## src/rtl/alu_muldiv_ctrl.sv

```systemverilog
// Iterative multiply/divide unit with HI/LO registers and R-type funct decode.
// Define MULDIV_DIV_EN to compile in div/divu decode and the restoring divider.
module alu_muldiv_ctrl #(
   parameter int unsigned WIDTH = 32
) (
   input  logic             clk_i,
   input  logic             rst_i,
   input  logic             valid_i,
   input  logic [2:0]       ALUOp_i,
   input  logic [5:0]       funct_i,
   input  logic [WIDTH-1:0] src1_i,
   input  logic [WIDTH-1:0] src2_i,
   output logic             ready_o,
   output logic             stall_o,
   output logic             done_o,
   output logic [WIDTH-1:0] result_o,
   output logic             rd_valid_o,
   output logic [WIDTH-1:0] hi_o,
   output logic [WIDTH-1:0] lo_o
);

   localparam int unsigned CntW = $clog2(WIDTH);

   localparam logic [5:0] FnMfhi  = 6'b010000;
   localparam logic [5:0] FnMthi  = 6'b010001;
   localparam logic [5:0] FnMflo  = 6'b010010;
   localparam logic [5:0] FnMtlo  = 6'b010011;
   localparam logic [5:0] FnMult  = 6'b011000;
   localparam logic [5:0] FnMultu = 6'b011001;
`ifdef MULDIV_DIV_EN
   localparam logic [5:0] FnDiv   = 6'b011010;
   localparam logic [5:0] FnDivu  = 6'b011011;
`endif

   typedef enum logic [1:0] {StIdle, StMul, StDiv, StFix} state_e;

   state_e               state_q, state_d;
   logic [CntW-1:0]      cnt_q, cnt_d;
   logic [2*WIDTH-1:0]   acc_q, acc_d;
   logic [WIDTH-1:0]     opb_q, opb_d;
   logic                 lo_neg_q, lo_neg_d;
   logic                 hi_neg_q, hi_neg_d;
   logic                 is_div_q, is_div_d;
   logic [WIDTH-1:0]     hi_q, hi_d;
   logic [WIDTH-1:0]     lo_q, lo_d;
   logic                 done_q, done_d;

   logic dec_en;
   logic is_mfhi, is_mthi, is_mflo, is_mtlo, is_mult, is_multu, is_div, is_divu;
   logic any_op, ready, start_mul, start_div;
   logic signed_op, s1_neg, s2_neg;
   logic [WIDTH-1:0]   mag1, mag2;
   logic [WIDTH:0]     mul_sum;
   logic [2*WIDTH-1:0] prod_fix;
   logic [WIDTH-1:0]   quo_fix, rem_fix;

   assign dec_en   = valid_i && (ALUOp_i == 3'b000);
   assign is_mfhi  = dec_en && (funct_i == FnMfhi);
   assign is_mthi  = dec_en && (funct_i == FnMthi);
   assign is_mflo  = dec_en && (funct_i == FnMflo);
   assign is_mtlo  = dec_en && (funct_i == FnMtlo);
   assign is_mult  = dec_en && (funct_i == FnMult);
   assign is_multu = dec_en && (funct_i == FnMultu);
`ifdef MULDIV_DIV_EN
   assign is_div   = dec_en && (funct_i == FnDiv);
   assign is_divu  = dec_en && (funct_i == FnDivu);
`else
   assign is_div   = 1'b0;
   assign is_divu  = 1'b0;
`endif

   assign any_op    = is_mfhi | is_mthi | is_mflo | is_mtlo |
                      is_mult | is_multu | is_div | is_divu;
   assign ready     = (state_q == StIdle);
   assign start_mul = ready & (is_mult | is_multu);
   assign start_div = ready & (is_div | is_divu);

   // Operands are reduced to magnitudes; signs are reapplied in StFix.
   assign signed_op = is_mult | is_div;
   assign s1_neg    = signed_op & src1_i[WIDTH-1];
   assign s2_neg    = signed_op & src2_i[WIDTH-1];
   assign mag1      = s1_neg ? -src1_i : src1_i;
   assign mag2      = s2_neg ? -src2_i : src2_i;

   assign mul_sum  = {1'b0, acc_q[2*WIDTH-1:WIDTH]} + (acc_q[0] ? {1'b0, opb_q} : '0);
   assign prod_fix = lo_neg_q ? -acc_q : acc_q;
   assign quo_fix  = lo_neg_q ? -acc_q[WIDTH-1:0] : acc_q[WIDTH-1:0];
   assign rem_fix  = hi_neg_q ? -acc_q[2*WIDTH-1:WIDTH] : acc_q[2*WIDTH-1:WIDTH];

`ifdef MULDIV_DIV_EN
   logic [WIDTH:0] div_shift, div_diff;
   logic           div_ge;

   // Borrow-free subtraction means the shifted remainder covers the divisor.
   assign div_shift = {acc_q[2*WIDTH-1:WIDTH], acc_q[WIDTH-1]};
   assign div_diff  = div_shift - {1'b0, opb_q};
   assign div_ge    = ~div_diff[WIDTH];
`endif

   always_comb begin
      state_d  = state_q;
      cnt_d    = cnt_q;
      acc_d    = acc_q;
      opb_d    = opb_q;
      lo_neg_d = lo_neg_q;
      hi_neg_d = hi_neg_q;
      is_div_d = is_div_q;
      hi_d     = hi_q;
      lo_d     = lo_q;
      done_d   = 1'b0;
      unique case (state_q)
         StIdle: begin
            if (start_mul) begin
               state_d  = StMul;
               cnt_d    = CntW'(WIDTH - 1);
               acc_d    = {{WIDTH{1'b0}}, mag2};
               opb_d    = mag1;
               lo_neg_d = s1_neg ^ s2_neg;
               hi_neg_d = s1_neg ^ s2_neg;
               is_div_d = 1'b0;
            end else if (start_div) begin
               state_d  = StDiv;
               cnt_d    = CntW'(WIDTH - 1);
               acc_d    = {{WIDTH{1'b0}}, mag1};
               opb_d    = mag2;
               // Divide by zero keeps the all-ones quotient un-negated.
               lo_neg_d = (s1_neg ^ s2_neg) & (|src2_i);
               hi_neg_d = s1_neg;
               is_div_d = 1'b1;
            end else if (is_mthi) begin
               hi_d = src1_i;
            end else if (is_mtlo) begin
               lo_d = src1_i;
            end
         end
         StMul: begin
            acc_d = {mul_sum, acc_q[WIDTH-1:1]};
            if (cnt_q == '0) state_d = StFix;
            else             cnt_d   = cnt_q - CntW'(1);
         end
`ifdef MULDIV_DIV_EN
         StDiv: begin
            acc_d = {(div_ge ? div_diff[WIDTH-1:0] : div_shift[WIDTH-1:0]),
                     acc_q[WIDTH-2:0], div_ge};
            if (cnt_q == '0) state_d = StFix;
            else             cnt_d   = cnt_q - CntW'(1);
         end
`endif
         StFix: begin
            state_d = StIdle;
            done_d  = 1'b1;
            if (is_div_q) begin
               lo_d = quo_fix;
               hi_d = rem_fix;
            end else begin
               {hi_d, lo_d} = prod_fix;
            end
         end
         default: state_d = StIdle;
      endcase
   end

   always_ff @(posedge clk_i or negedge rst_i) begin
      if (!rst_i) begin
         state_q  <= StIdle;
         cnt_q    <= '0;
         acc_q    <= '0;
         opb_q    <= '0;
         lo_neg_q <= 1'b0;
         hi_neg_q <= 1'b0;
         is_div_q <= 1'b0;
         hi_q     <= '0;
         lo_q     <= '0;
         done_q   <= 1'b0;
      end else begin
         state_q  <= state_d;
         cnt_q    <= cnt_d;
         acc_q    <= acc_d;
         opb_q    <= opb_d;
         lo_neg_q <= lo_neg_d;
         hi_neg_q <= hi_neg_d;
         is_div_q <= is_div_d;
         hi_q     <= hi_d;
         lo_q     <= lo_d;
         done_q   <= done_d;
      end
   end

   assign ready_o    = ready;
   assign done_o     = done_q;
   assign hi_o       = hi_q;
   assign lo_o       = lo_q;
   assign stall_o    = any_op & ~ready;
   assign rd_valid_o = ready & (is_mfhi | is_mflo);
   assign result_o   = (ready & is_mfhi) ? hi_q :
                       (ready & is_mflo) ? lo_q : '0;

endmodule

```

## config.mk

```make
export PLATFORM = sky130hd
export DESIGN_NAME = alu_muldiv_ctrl
export DESIGN_NICKNAME = d
export VERILOG_FILES = /design/src/rtl/alu_muldiv_ctrl.sv
export SDC_FILE = /design/constraint.sdc
export NUM_CORES = 1
export LEC_CHECK = 0
export CORE_ASPECT_RATIO = 0.8
export CORE_UTILIZATION = 40
export CTS_BUF_LIST = sky130_fd_sc_hd__clkbuf_4 sky130_fd_sc_hd__clkbuf_8 sky130_fd_sc_hd__clkbuf_16
export CTS_CLUSTER_DIAMETER = 30
export DETAILED_ROUTE_END_ITERATION = 16
export SYNTH_ARGS = -nofsm -noshare
export SYNTH_HDL_FRONTEND = slang
export SYNTH_SLANG_ARGS = --single-unit
```

## constraint.sdc

```tcl
create_clock -name clk_i -period 3.57 [get_ports clk_i]
set_input_delay 0.357 -clock clk_i [delete_from_list [all_inputs] [get_ports clk_i]]
set_output_delay 0.357 -clock clk_i [all_outputs]
set_load 0.005 [all_outputs]
```

## After elaboration in Yosys (flattened, before gate mapping)

Index checks and enable logic that the tools add are counted.

| storage, ports and cells | value |
|---|---|
| memories kept | 0 |
| bits of input ports | 76 |
| output and inout port bits | 100 |
| bits in read-only memories | 0 |
| bits in registers | 169 |
| latch bits | 0 |
| logic and storage cells | 84 |
| RAM bits | 0 |

| cells by class | value |
|---|---|
| multiply operators | 0 |
| shift-type cells | 0 |
| bitwise gates (word level) | 16 |
| magnitude comparators | 0 |
| mux-type cells | 22 |
| eq/ne operators | 15 |
| div/mod/pow operators | 0 |
| reductions and logical operators | 18 |
| add/sub/neg operators | 5 |

Operators by type and width:

| kind | count |
|---|---|
| 2-to-1 mux 32 bit | 10 |
| 2-to-1 mux 64 bit | 2 |
| case mux 32 bit (2 select lines) | 2 |
| case mux 64 bit (2 select lines) | 1 |
| negator 32 bit | 2 |
| negator 64 bit | 1 |
| equality test 6 x 5 -> 1 bit (second input constant) | 6 |
| adder 32 x 32 -> 33 bit | 1 |
| != test 2 bit (second input constant) | 6 |
| 2-to-1 mux 5 bit | 2 |
| case mux 5 bit (2 select lines) | 1 |
| AND 1 bit | 7 |
| logical AND 1 bit | 7 |
| bitwise OR 1 bit | 7 |
| AND reduction 2 bit | 3 |
| AND reduction 3 bit | 2 |
| zero test 5 bit | 1 |
| subtractor 5 x 1 -> 5 bit (second input constant) | 1 |
| 2-to-1 mux 2 bit | 2 |
| case mux 2 bit (2 select lines) | 1 |
| AND reduction 4 bit | 1 |
| nonzero test 2 bit | 2 |
| zero test 3 bit | 1 |
| equality test 2 x 1 -> 1 bit (second input constant) | 1 |
| 6 further kinds | 6 |

## Depth between registers and ports, before layout

| depth | value |
|---|---|
| depth in word-level cells | 9 |
| gate-level depth with buffers | 13 |
| mapped depth without buffers | 11 |

## Worst setup path before layout

Ideal clock, no wire load.

| path | value |
|---|---|
| kind | register -> register |
| start point | register acc_q[0] |
| end point | register acc_q[57] |
| cell stages (with the launch flop) | 14 |
| buffers on the path | 2 |
| period minus slack after synthesis | 2.983 ns |
| setup slack | 0.587 ns |
| arrival | 2.862 ns |
| required time | 3.448 ns |
| library setup time | 0.122 ns |
| cells stage by stage | dfrtp_1 -> clkbuf_1 -> clkbuf_1 -> and2_1 -> ha_1 -> inv_1 -> fa_1 -> nand2b_1 -> a21oi_1 -> o211ai_1 -> a211oi_1 -> o211ai_1 -> a21o_1 -> a32o_1 |

| between the ends | value |
|---|---|
| longest elaborated chain between the ends | 3 |

Ends and longest elaborated chain:

| item | RTL line | source |
|---|---|---|
| start, declared | 39 | `logic [2*WIDTH-1:0] acc_q, acc_d;` |
| start signal, assigned | 167 | `acc_q <= '0;` |
| start signal, assigned | 178 | `acc_q <= acc_d;` |
| 2-to-1 mux 32 bit | 85 | `assign mul_sum = {1'b0, acc_q[2*WIDTH-1:WIDTH]} + (acc_q[0] ? {1'b0, opb_q} : '0);` |
| adder 32 x 32 -> 33 bit | 85 |  |
| case mux 64 bit (2 select lines) | 111 | `unique case (state_q)` |

Every way passes these cells.
A chain may end at the register's enable or synchronous reset.

## Worst setup path after layout

| path | value |
|---|---|
| start point | register state_q[1] |
| end point | output port result_o[7] |

| between the ends | value |
|---|---|
| longest elaborated chain between the ends | 4 |
| elaborated cells between the ends (all ways) | 5 |
| classes of those cells | 2 x mux; 2 x bitwise; 1 x reduce/logical |

Ends and longest elaborated chain:

| item | RTL line | source |
|---|---|---|
| start, declared | 37 | `state_e state_q, state_d;` |
| start signal, assigned | 165 | `state_q <= StIdle;` |
| start signal, assigned | 176 | `state_q <= state_d;` |
| zero test 2 bit (*) | 74 | `assign ready = (state_q == StIdle);` |
| AND 1 bit | 196 | `(ready & is_mflo) ? lo_q : '0;` |
| 2-to-1 mux 32 bit | 196 |  |
| 2-to-1 mux 32 bit (*) | 195 | `assign result_o = (ready & is_mfhi) ? hi_q :` |
| end, declared | 16 | `output logic [WIDTH-1:0] result_o,` |

Every way passes the cells marked *; elsewhere a longest branch is shown, timed or not.

==> impl_metrics.prom <==
# TYPE chip_impl_metric gauge
chip_impl_info{name="result_of_the_run",value="finished clean"} 1
chip_impl_metric{name="finalWorstPathRequiredPeriod",unit="ns"} 3.24
chip_impl_metric{name="critical_path_buf_inv_count",unit=""} 3
chip_impl_metric{name="synth_simple_gate_area_share",unit="%"} 19.6
chip_impl_info{name="setup.worst_path.class",value="reg2out"} 1
chip_impl_metric{name="core_region_area",unit="um^2"} 29600
chip_impl_metric{name="number_of_flops_mapped_to_enable_cells_by_yosys",unit=""} 0
chip_impl_metric{name="avgRoutedWirePerCell",unit="um"} 20.6
chip_impl_metric{name="timing.clock.skew",unit="ns"} 0.0113
chip_impl_metric{name="placement.cell_area",unit="um^2"} 14500
chip_impl_metric{name="pre_cts_slack",unit="ns"} 0.450
chip_impl_metric{name="postSynthCellCount",unit=""} 1457
chip_impl_info{name="critical-path-top-delay-family",value="buffers and inverters"} 1
chip_impl_metric{name="synth_compound_gate_area_share",unit="%"} 23.2
chip_impl_metric{name="detail_route.wirelength.met1",unit="um"} 20000
chip_impl_info{name="layout.cells.most_common",value="clkdlybuf4s50_1"} 1
chip_impl_metric{name="drt-pass1-iter-count",unit=""} 5
chip_impl_info{name="startpoint_type",value="register"} 1
chip_impl_metric{name="clkSinkCount",unit=""} 169
chip_impl_metric{name="worst_ir_drop_vdd",unit="mV"} 0.341
chip_impl_metric{name="cts_hold_buffers",unit=""} 1
chip_impl_info{name="tritoncts",value="done"} 1
chip_impl_metric{name="synth.lib_cells_used.distinct",unit=""} 64
chip_impl_metric{name="numPlacedInstances",unit=""} 1990
chip_impl_metric{name="fin_setup_tns",unit="ns"} 0
chip_impl_info{name="rsz_0062_raised_after_global_routing",value="no"} 1
chip_impl_metric{name="synth-seq-area-share",unit="%"} 34.7
chip_impl_metric{name="floorplan.die.width",unit="um"} 197
chip_impl_metric{name="crit_path_max_incr_delay",unit="ns"} 0.60
chip_impl_metric{name="worstPathArrival",unit="ns"} 2.88
chip_impl_metric{name="ctsHtreeMaxLevel",unit=""} 4
chip_impl_metric{name="power_density",unit="nW/um^2"} 603
chip_impl_info{name="end_kind",value="output pin"} 1
chip_impl_metric{name="power.leakage",unit="nW"} 6.27
chip_impl_metric{name="cp_max_fo",unit=""} 21
chip_impl_metric{name="combinationalPowerShare",unit="%"} 41.6
chip_impl_metric{name="grt_pass1_wl",unit="um"} 64100
chip_impl_metric{name="grt_overflow",unit=""} 0
chip_impl_metric{name="initialDrtViolationCount",unit=""} 978
chip_impl_metric{name="remaining_drc_errors",unit=""} 0
chip_impl_metric{name="pin_count",unit=""} 176
chip_impl_metric{name="worstRegToRegCells",unit=""} 12
chip_impl_metric{name="fill_cell_instance_count_of_the_final_layout",unit=""} 2818
chip_impl_metric{name="grt_use_total",unit="%"} 27.0
chip_impl_metric{name="setup_viol",unit=""} 0
chip_impl_metric{name="warning_count_from_the_yosys_run",unit=""} 0
chip_impl_info{name="synth_top_cells_by_area",value="dfrtp_1, xor2_1, o21ai_0"} 1
chip_impl_metric{name="cts-buffers-inserted",unit=""} 17
chip_impl_info{name="synth_top_family_by_area",value="compound AO/OA/AOI/OAI gates"} 1
chip_impl_metric{name="worst-endpoint-required",unit="ns"} 3.21
chip_impl_metric{name="cell_internal_pwr",unit="mW"} 5.34
chip_impl_metric{name="critical_path_depth_in_cells",unit=""} 6
chip_impl_info{name="clk_root_buffer_cell",value="clkbuf_16"} 1
chip_impl_metric{name="globalplace.congestion",unit=""} 0.919
chip_impl_metric{name="io_buffer_count",unit=""} 175
chip_impl_info{name="timing.critical_path.from",value="state_q[1]"} 1
chip_impl_info{name="synthFlopType",value="dfrtp_1"} 1
chip_impl_metric{name="detailedPlacementHpwl",unit="um"} 31400
chip_impl_metric{name="clkTransAtPathRegs",unit="ns"} 0.07
chip_impl_metric{name="adder_cell_area_share_of_the_yosys_netlist",unit="%"} 4.27
chip_impl_metric{name="hold_viol",unit=""} 0
chip_impl_info{name="hold_path_startpoint",value="opb_q[28]"} 1
chip_impl_metric{name="post_cts.repair.setup_buffers",unit=""} 0
chip_impl_info{name="critical_path.reg2reg.startpoint",value="acc_q[0]"} 1
chip_impl_metric{name="layout.core_utilization",unit="%"} 50.9
chip_impl_metric{name="timing_max_transition_violations_final",unit=""} 0
chip_impl_metric{name="syn-num-nets",unit=""} 1574
chip_impl_metric{name="synth.cell_area",unit="um^2"} 12200
chip_impl_metric{name="first_global_vias",unit=""} 10900
chip_impl_metric{name="grt_max_degree",unit=""} 81
chip_impl_metric{name="num-nets-final",unit=""} 1721
chip_impl_metric{name="p_seq_share",unit="%"} 37.6
chip_impl_metric{name="synthMuxAreaShare",unit="%"} 4.21
chip_impl_metric{name="detailroute.via_count",unit=""} 11700
chip_impl_metric{name="postLayoutSetupSlackWorst",unit="ns"} 0.334
chip_impl_metric{name="routed-wl-met2",unit="um"} 18000
chip_impl_metric{name="route.antenna.remaining_nets",unit=""} 0
chip_impl_metric{name="cts_resizes",unit=""} 0
chip_impl_metric{name="layout-drive-gt1-share",unit="%"} 6.19
chip_impl_metric{name="fmaxAchievable",unit="MHz"} 309
chip_impl_metric{name="clkPwrFrac",unit="%"} 20.8
chip_impl_metric{name="fp.dieH",unit="um"} 158
chip_impl_metric{name="synth_xor_area_share",unit="%"} 10.3
chip_impl_metric{name="syn_to_final_growth",unit="%"} 23.8
chip_impl_info{name="synth_largest_area_cell",value="dfrtp_1"} 1
chip_impl_metric{name="final_area",unit="um^2"} 15100
chip_impl_metric{name="antenna_cells_inserted",unit=""} 0
chip_impl_metric{name="synth_async_sr_flop_share",unit="%"} 100
chip_impl_metric{name="clk-insertion-delay-late",unit="ns"} 0.44
chip_impl_metric{name="post_layout_total_power",unit="mW"} 9.09
chip_impl_metric{name="timing.hold.worst_path_depth",unit=""} 2
chip_impl_metric{name="sw_frac_of_total",unit="%"} 41.2
chip_impl_metric{name="die_area",unit="um^2"} 31200
chip_impl_metric{name="tightestPinTransition",unit="ns"} 1.14
chip_impl_metric{name="clk_buf_depth",unit=""} 2
chip_impl_metric{name="initial_utilization",unit="%"} 41.1
chip_impl_metric{name="max_cap_viol_count",unit=""} 0
chip_impl_metric{name="synth-seq-cells",unit=""} 169
chip_impl_metric{name="routed-wl-met3",unit="um"} 2850
chip_impl_metric{name="viasPerCell",unit=""} 5.81
chip_impl_info{name="crit_path_cell_trace",value="inv_1 > ha_1 > nand4_1 > buf_4 > nor2_1 > clkdlybuf4s50_1"} 1
chip_impl_metric{name="p_switching",unit="mW"} 3.75
chip_impl_metric{name="placementRows",unit=""} 56
chip_impl_info{name="mostFrequentLayoutCells",value="clkdlybuf4s50_1, dfrtp_1, nand2_1, nor2_1, o21ai_0"} 1
chip_impl_metric{name="layout.cells.non_filler",unit=""} 2021
chip_impl_metric{name="yosys.area.top_type_share",unit="%"} 34.7
chip_impl_info{name="critPathSlowestCell",value="ha_1"} 1
chip_impl_info{name="hold_class",value="reg2reg"} 1
chip_impl_metric{name="worst_slew_margin_rel",unit="%"} 24.1
chip_impl_metric{name="worst_hold_slack",unit="ns"} 0.477
chip_impl_info{name="topRoutingLayerUsed",value="met4"} 1
chip_impl_metric{name="wirelength",unit="um"} 41500
chip_impl_metric{name="post-route-period-util",unit="%"} 90.7
chip_impl_metric{name="synth_area_per_cell",unit="um^2"} 8.37
chip_impl_metric{name="antenna_violations_before_repair",unit=""} 0
synthesized netlist by cell type (all sizes together) (9+ instances only):
cell type  number
dfrtp         169
nand2         160
nor2          145
o21ai         143
xor2          110
clkbuf         84
a21oi          71
mux2i          49
ha             40
o31ai          40
and2           36
a21o           34
xnor2          34
a221oi         33
nor3           29
inv            26
or3            26
o41ai          25
a211oi         24
nand3          22
or4            13
nand2b         12
nand4          12
nor4           10
buf             9
metal layers:
layer	GRT usage [%]	vias up
met5	0	-
met3	5.28	44
met4	5.91	0
met1	39.5	5646
li1	-	5594
met2	40.7	449
logic make-up (layout without fill, tap and decap cells):
| group | Yosys count | count (layout) |
|---|---|---|
| AOI/OAI and AO/OA | 433 | 433 |
| xor gates and xnor gates | 144 | 144 |
| adders and majority gates | 41 | 41 |
| buffers and inverters | 119 | 277 |
| DFF | 169 | 169 |
| muxes | 51 | 51 |
| and+or+nand+nor | 500 | 500 |
worst reg2reg max path, cell delays in order, from the launching register on:
cell,delay [ns]
dfrtp_1,0.47
buf_4,0.22
nand2_1,0.11
inv_1,0.05
ha_1,0.28
a211oi_1,0.22
o21ai_0,0.15
o21ai_0,0.50
o41ai_1,0.13
buf_4,0.17
a21oi_1,0.30
mux2i_1,0.11
or2_2,0.30
layout make-up:
| type | count | area (um^2) | area share [%] |
|---|---|---|---|
| inverter | 26 | 97.6 | 0.647 |
| clock buffer | 22 | 488 | 3.23 |
| multi-input combinational | 1169 | 7560 | 50.1 |
| tap | 406 | 508 | 3.37 |
| clock inverter | 8 | 95.1 | 0.630 |
| sequential | 169 | 4230 | 28.0 |
| timing repair buffer | 221 | 2110 | 14.0 |
registers in the layout, indices dropped and copies added (netlist names):
signal,flops
hi_neg_q,1
state_q,2
hi_o,32
lo_o,32
cnt_q,5
acc_q,64
opb_q,32
done_o,1
power by group through the flow:
stage	Clock (mW)	Sequential (mW)	Combinational [mW]
2_1_floorplan	0	3.06	2.28
3_3_place_gp	0	3.42	3.69
3_5_place_dp	0	3.42	3.75
4_1_cts	1.92	3.41	3.77
5_1_grt	2.01	3.49	4.19
6_report	1.90	3.42	3.78
path summary, 6_finish.rpt:
path | slack [ns] | end
worst max-delay path | 0.33 | result_o[7]
max in group asynchronous | 2.13 | hi_neg_q
min in group asynchronous | 0.54 | opb_q[7]
worst min-delay path | 0.48 | opb_q[28]
worst max register to register | 0.44 | acc_q[62]
worst min register to register | 0.48 | opb_q[28]
Note: power is estimated with default switching activity, not from simulation.
